`src/rtl/pc_sequencer.sv`:
```
// pc_sequencer: program-counter sequencer for the PBL processor core.
//
// Holds the current instruction address. Each enabled cycle it picks the next
// address from the decoded control-flow class: NEXT, JUMP, CALL, RET or HALT.
// It drives the return-address stack's call/ret/clear strobes and the
// called_from address. On a return it takes return_to from that stack.
//
// Optional feature macro: PC_STACK_GUARD_EN
//   defined   : a depth counter tracks live stack entries. A CALL on a full
//               stack, or a RET on an empty stack, enters a sticky FAULT state.
//   undefined : there is no depth counter. depth and fault are tied to 0, and
//               CALL/RET always strobe the stack.
//
// Ports:
//   clock        in   core clock, rising edge
//   reset        in   asynchronous active-low reset
//   enable       in   instruction valid; op is acted on only when high
//   op[2:0]      in   0 NEXT, 1 JUMP, 2 CALL, 3 RET, 4 HALT, 5-7 as NEXT
//   target       in   destination for JUMP/CALL
//   return_to    in   top-of-stack return address (combinational from stack)
//   resume       in   leave HALT
//   pc           out  current instruction address
//   called_from  out  equals pc; the stack stores called_from+1
//   stack_call   out  call strobe to the stack
//   stack_ret    out  return strobe to the stack
//   stack_clr    out  synchronous clear to the stack
//   depth        out  live stack entries
//   halted       out  sequencer is in HALT (registered)
//   fault        out  sticky stack fault (registered)
module pc_sequencer #(
  parameter int PC_WIDTH    = 8,
  parameter int STACK_DEPTH = 16
) (
  input  logic                           clock,
  input  logic                           reset,
  input  logic                           enable,
  input  logic [2:0]                     op,
  input  logic [PC_WIDTH-1:0]            target,
  input  logic [PC_WIDTH-1:0]            return_to,
  input  logic                           resume,
  output logic [PC_WIDTH-1:0]            pc,
  output logic [PC_WIDTH-1:0]            called_from,
  output logic                           stack_call,
  output logic                           stack_ret,
  output logic                           stack_clr,
  output logic [$clog2(STACK_DEPTH):0]   depth,
  output logic                           halted,
  output logic                           fault
);

  localparam int DW = $clog2(STACK_DEPTH) + 1;

  localparam logic [2:0] OP_JUMP = 3'd1;
  localparam logic [2:0] OP_CALL = 3'd2;
  localparam logic [2:0] OP_RET  = 3'd3;
  localparam logic [2:0] OP_HALT = 3'd4;

  typedef enum logic [1:0] {
    S_INIT  = 2'd0,
    S_RUN   = 2'd1,
    S_HALT  = 2'd2,
    S_FAULT = 2'd3
  } state_t;

  state_t              state, state_n;
  logic [PC_WIDTH-1:0] pc_n;
  logic                halted_q;

`ifdef PC_STACK_GUARD_EN
  localparam logic [DW-1:0] DEPTH_FULL = DW'(STACK_DEPTH);
  logic [DW-1:0] depth_q, depth_n;
  logic          fault_q;
`endif

  // Next-state and strobe logic. The strobes are combinational, so the stack
  // updates on the same edge as pc.
  always_comb begin
    state_n    = state;
    pc_n       = pc;
    stack_call = 1'b0;
    stack_ret  = 1'b0;
    stack_clr  = 1'b0;
`ifdef PC_STACK_GUARD_EN
    depth_n    = depth_q;
`endif
    case (state)
      S_INIT: begin
        stack_clr = 1'b1;
        state_n   = S_RUN;
      end
      S_RUN: begin
        if (enable) begin
          case (op)
            OP_JUMP: pc_n = target;
            OP_CALL: begin
`ifdef PC_STACK_GUARD_EN
              // A full stack faults instead of overwriting its oldest entry.
              if (depth_q == DEPTH_FULL) begin
                state_n = S_FAULT;
              end else begin
                stack_call = 1'b1;
                pc_n       = target;
                depth_n    = depth_q + DW'(1);
              end
`else
              stack_call = 1'b1;
              pc_n       = target;
`endif
            end
            OP_RET: begin
`ifdef PC_STACK_GUARD_EN
              if (depth_q == '0) begin
                state_n = S_FAULT;
              end else begin
                stack_ret = 1'b1;
                pc_n      = return_to;
                depth_n   = depth_q - DW'(1);
              end
`else
              stack_ret = 1'b1;
              pc_n      = return_to;
`endif
            end
            OP_HALT: state_n = S_HALT;
            default: pc_n = pc + PC_WIDTH'(1);
          endcase
        end
      end
      S_HALT: begin
        if (resume) begin
          state_n = S_RUN;
          pc_n    = pc + PC_WIDTH'(1);
        end
      end
      default: ;  // FAULT: everything holds until reset
    endcase
  end

  always_ff @(posedge clock or negedge reset) begin
    if (!reset) begin
      state    <= S_INIT;
      pc       <= '0;
      halted_q <= 1'b0;
    end else begin
      state    <= state_n;
      pc       <= pc_n;
      halted_q <= (state_n == S_HALT);
    end
  end

`ifdef PC_STACK_GUARD_EN
  always_ff @(posedge clock or negedge reset) begin
    if (!reset) begin
      depth_q <= '0;
      fault_q <= 1'b0;
    end else begin
      depth_q <= depth_n;
      fault_q <= (state_n == S_FAULT);
    end
  end

  assign depth = depth_q;
  assign fault = fault_q;
`else
  assign depth = '0;
  assign fault = 1'b0;
`endif

  assign halted      = halted_q;
  assign called_from = pc;

endmodule

```
`config.mk`:
```
export PLATFORM = sky130hd
export DESIGN_NAME = pc_sequencer
export DESIGN_NICKNAME = d
export VERILOG_FILES = /design/src/rtl/pc_sequencer.sv
export SDC_FILE = /design/constraint.sdc
export NUM_CORES = 1
export LEC_CHECK = 0
export ABC_CLOCK_PERIOD_IN_PS = 3200
export BUFFER_PORTS_ARGS = -buffer_cell sky130_fd_sc_hd__clkbuf_2
export CAP_MARGIN = 20
export CORE_MARGIN = 2
export CORE_UTILIZATION = 30
export CTS_CLUSTER_SIZE = 8
export DETAILED_ROUTE_END_ITERATION = 8
export SYNTH_ARGS = -nofsm -noshare
export SYNTH_HDL_FRONTEND = slang
export SYNTH_SLANG_ARGS = --single-unit
```
`constraint.sdc`:
```
create_clock -name clock -period 3.2 [get_ports clock]
set_input_delay 0 -clock clock [delete_from_list [all_inputs] [get_ports clock]]
set_output_delay 0 -clock clock [all_outputs]
set_load 0.1 [all_outputs]
```
== Word level (Yosys, flattened, before mapping) ==
Index checks and enable logic that the tools add are counted.
Storage, ports and cells
  flip-flop bits (word level): 11
  bits of input ports: 23
Cells by class
  add/subtract/negate cells: 1
  equal/unequal tests: 10
  mux-type cells: 15
  reduce and logical (&&, ||, !) cells: 4
Operators with widths (number)
  $pmux W8 S3: 1
  $mux W8: 2
  $pmux W8 S2: 1
  $add A8 B1 Y8 const B: 1
  $mux W1: 7
  $eq A3 B2 Y1 const B: 2
  $mux W2: 3
  $ne A2 B2 Y1 const B: 3
  $pmux W2 S3: 1
  $eq A2 B2 Y1 const B: 2
  $reduce_and A4 Y1: 1
  $eq A3 B1 Y1 const B: 1
  $eq A3 B3 Y1 const B: 1
  $eq A2 B1 Y1 const B: 1
  $logic_not A2 Y1: 1
  $reduce_bool A2 Y1: 1
  $reduce_or A2 Y1: 1

== Logic depth before layout (Yosys ltp) ==
  depth after elaboration: 5
  depth in mapped cells: 6
  depth with buffers taken out: 5

== Worst setup path after synthesis ==
No wires, ideal clock.
  kind: register to output
  start: register state[1]
  end: output stack_ret
  data arrival time: 3.690 ns
  data required time: 3.200 ns
  slack: -0.490 ns
  stages on the path, launching flop included: 3
  path buffers: 0
  path through: dfrtp_1 nand2b_1 nor4b_1
On the way
  longest elaborated chain between the ends: 2
RTL lines
  start: declaration: RTL line 65  | state_t state, state_n;
  start signal: assignment: RTL line 145  | state <= state_n;
  $eq A2 B1 Y1: RTL line 86  | case (state)
  $mux W1: RTL line 86
  end: declaration: RTL line 44  | output logic stack_ret,
Every way passes these cells.

== Final worst setup path ==
  start: register state[0]
  end: register pc[5] (netlist: called_from[5])
On the way
  longest elaborated chain between the ends: 3
RTL lines
  $eq A2 B1 Y1 or $eq A2 B2 Y1 (tied branches): RTL line 86
  $ne A2 B2 Y1 (no source line) or $reduce_bool A2 Y1 (tied branches)
  $reduce_and A4 Y1 (no source line)
  end signal: assignment: RTL line 146  | pc <= pc_n;
  end: declaration: RTL line 41  | output logic [PC_WIDTH-1:0] pc,
Parallel ways exist; a longest one is shown, timed or not.
A chain may end at the register's enable or synchronous reset.

==> results.md <==
- Timing would allow up to around 560 MHz.
- For this run, the total global-route usage over all layers was measured as 0.134.
- Yosys attributes the largest share of cell area to dfrtp_1, buf_4, mux2_2.
- The insertion delay to the later sink of the worst-skew pair is 0.27 ns.
- The floorplan step defined a core boundary enclosing ~3100 sq um.
- Once detail routing completed, the nets flagged for antenna violations numbered 0.
- In the synthesized netlist the dominant register cell turns out to be dfrtp_1.
- The number of core rows is 20.
- In this run, placement finished with an instance count of about 180.
- During I/O placement, the number of pins put on the boundary was roughly 50.
- The number of warnings printed during yosys synthesis is 0.
- The synthesized area is approximately 1000 sq um.
- The share of post-route cells with drive strength above 1 is 0.427.
- The worst clock skew is ~0.0049 ns.
- The reg-to-reg endpoint is called_from[5].
- The final count of negative-setup-slack endpoints is 0.
- The routed wire length is 2.33 mm.
- The half-perimeter wire length after placement is approximately 1.8 mm.
- The pin count of the biggest net entering global routing is 15.
- Gates resized during post-CTS repair numbered 0.
- The height of the die is 61.5 um.
- The die covers roughly 3800 sq um.
- The total cell area at the placement stage is between 1000 and 1500 sq um.
- The hold buffer count at cts is 1.
- The worst-case headroom to the max-slew limit is 0.639.
- Setup repair after global routing left no endpoint under its margin.
- The area of all sequential standard cells is between 200 and 300 sq um.
- The reg-to-reg setup timing slack is approximately 1.4 ns.
- The congestion estimate from routability-driven global placement came to between 0.9 and 1.
- Adding up every negative setup slack in the final design gives 0 ns.
- The maximum ir drop on the vdd rail is ~430 uV.
- The total number of vias is 957.
- The number of nets in the finished design is between 150 and 200.
- The clock-pin slew reported for the worst setup and hold paths after clock tree synthesis is 0.08 ns.
- The critical path arrival is 1.95 ns.
- TritonCTS created 3 clock buffers.
- Of the post-synthesis cell area, the dominant cell type holds 0.277.
- In this run the power density over the cells is between 900 and 1000 nW/um^2.
- Counting instances in the post-synthesis netlist gives the leading cell types as buf_4, dfrtp_1, o21ai_0, a22oi_1, mux2_2.
- The initial antenna violation count is 0.
- Of all nets on the critical path, the largest fanout is 9.
- TritonCTS built the clock tree.
- The worst setup path is captured at a flop.
- The length in cells of the worst reg-to-reg path is 4.
- The area of combinational cells with multiple inputs is ~600 sq um.
- After layout, the minimum clock period comes to 1.79 ns.
- The total congestion overflow is 0.
- After routing the design area is roughly 1200 sq um.
- The floorplan step set the die width to ~62 um.
- Setup slack closes at 1.41 ns.
- For this block, the initial DRC count from the detailed router was slightly above 50.
- The filler cells instantiated in the layout total 334.
- Tracing the worst setup path back leads to its startpoint at state[0].
- For this run, the number of standard cells in the final layout without fillers is approximately 190.
- The number of global-route vias before repair is ~900.
- Synthesis produced a netlist whose cell count is between 100 and 150.
- The total leakage power is ~0.54 nW.
- For this run, the register share of the synthesized area comes to 0.277.
- For hold timing, the worst endpoint is state[1].
- For the pin with the worst max-slew slack, the measured transition is approximately 0.54 ns.
- The worst hold path passes through 3 cells.
- The area growth from synthesis to layout is 20.3%.
- Data on the critical path is required at its endpoint by ~3.4 ns.
- The antenna cell count is 0.
- The detailed-router iteration count before antenna repair is 4.
- buf_4 is the most common cell in the netlist.
- The start of the worst register-to-register path is state[0].
- Using the TritonRoute via totals, the vias-per-cell ratio works out to between 5 and 6.
- The final clock period utilization by the worst path is 0.558.
- In this run the mean area of a mapped cell was between 9 and 10 sq um.
- The count of clock tree sinks is 11.
- Prior to clock tree synthesis, the placed netlist has a worst setup slack of 1.42 ns.
- In this run the number of H-tree levels came out at 1.
- The synthesized design contains 0 enable-type register cells.
- The buffer count from post-CTS setup fixing is 0.
- Measured on the finished design, the core utilization comes to 0.385.
- Buffers placed on the I/O ports in this run total 42.
- Of all flip-flops after synthesis, the portion carrying an async set or reset was 1.00.
- The count of different cell masters after synthesis is between 40 and 50.
- The starting utilization of the core area is 0.320.
- The worst hold path begins at enable.
- The first global-routing pass estimated 3.84 mm of wire.
- The count of unresolved DRC violations after routing is 0.
- The critical path is of the flop to flop type.
- The clock passes through at most 2 buffers.
- The run finished with clean final reports.
- In the final routed layout, each cell accounts on average for between 10 and 15 um.
- The register bit count reported by yosys is 11.
- Of all cell types, the one taking the most synthesized area is dfrtp_1.
- The path class of the tightest hold or removal check is primary input to flop.
- The startpoint type of the worst setup path is a flop.
- The clock root buffer is clkbuf_4.
- The number of pins with negative max-slew slack in the final report is 0.
- The number of hold-slack violations in the final timing report came to 0.
- The max-capacitance violation count is 0.
==> cell usage in the layout, fill, tap and decap left out, types with 3 or more instances in the layout <==
cell,instances
clkbuf_4,3
clkbuf_2,42
conb_1,6
a21oi_1,3
nand2_1,5
o32a_1,3
nor2b_1,3
dfrtp_1,11
nand3_1,4
o21ai_0,8
mux2_2,6
a22oi_1,7
inv_1,5
==> worst max path at each step <==
| stage | end | slack (ns) | cells after the start |
|---|---|---|---|
| after global routing | called_from[5] | 1.28 | 4 |
| after detailed placement | called_from[5] | 1.42 | 4 |
| after global placement | called_from[5] | 1.48 | 4 |
| after CTS | called_from[5] | 1.41 | 4 |
| after floorplan | stack_ret | 0.88 | 2 |
| final | called_from[5] | 1.41 | 4 |
==> layout make-up <==
| cell class | count | share of cell area |
|---|---|---|
| multi-input cells | 80 | 0.501 |
| flip-flops and latches | 11 | 0.231 |
| repair buffers | 43 | 0.184 |
| well taps | 44 | 0.0461 |
| clock buffers | 4 | 0.0220 |
| inverters | 5 | 0.0157 |
==> cells by family (layout without fill, tap and decap cells) <==
family                   after synthesis  count (layout)  synth area share
AO/OA/AOI/OAI                         38              38             0.303
AND/OR/NAND/NOR                       28              28             0.174
buffers and inverters                 24              52             0.151
flip-flops                            11              11             0.277
multiplexers                           7               7            0.0782
adder cells (fa/ha/maj)                1               1            0.0126
other                                  1               6           0.00378
==> critical path, stage by stage, from the launching register on <==
cell and delay (ns):
dfrtp_1 0.49, nor2b_2 0.32, or2_0 0.43, a21oi_1 0.08, o32a_1 0.35
==> metrics by stage <==
step,hold slack [ns],power (W)
final,0.0575,0.00113
after floorplan,-0.296,0.000975
after detailed placement,-0.0993,0.00104
after global placement,-0.106,0.00103
after CTS,0.0514,0.00114
after global routing,0.0649,0.00119
==> layer usage <==
layer	vias up	GRT usage	share of wire
li1	466	-	-
met1	449	0.161	0.44
met4	0	0.0243	0.015
met2	36	0.239	0.49
met3	6	0.0399	0.057
met5	-	0	0
==> where the power goes <==
part / internal (W) / leakage (nW) / switching, W
clock network: 0.0000483 / 0.0150 / 0.0000493
registers: 0.000177 / 0.132 / 0.0000648
logic: 0.000109 / 0.397 / 0.000686
total: 0.000334 / 0.543 / 0.000800
==> sequential cells by signal, summed over array words and instances, names as in the netlist <==
name         flops
halted           1
state            2
called_from      8
No activity file was read; power rests on OpenSTA's default activity.
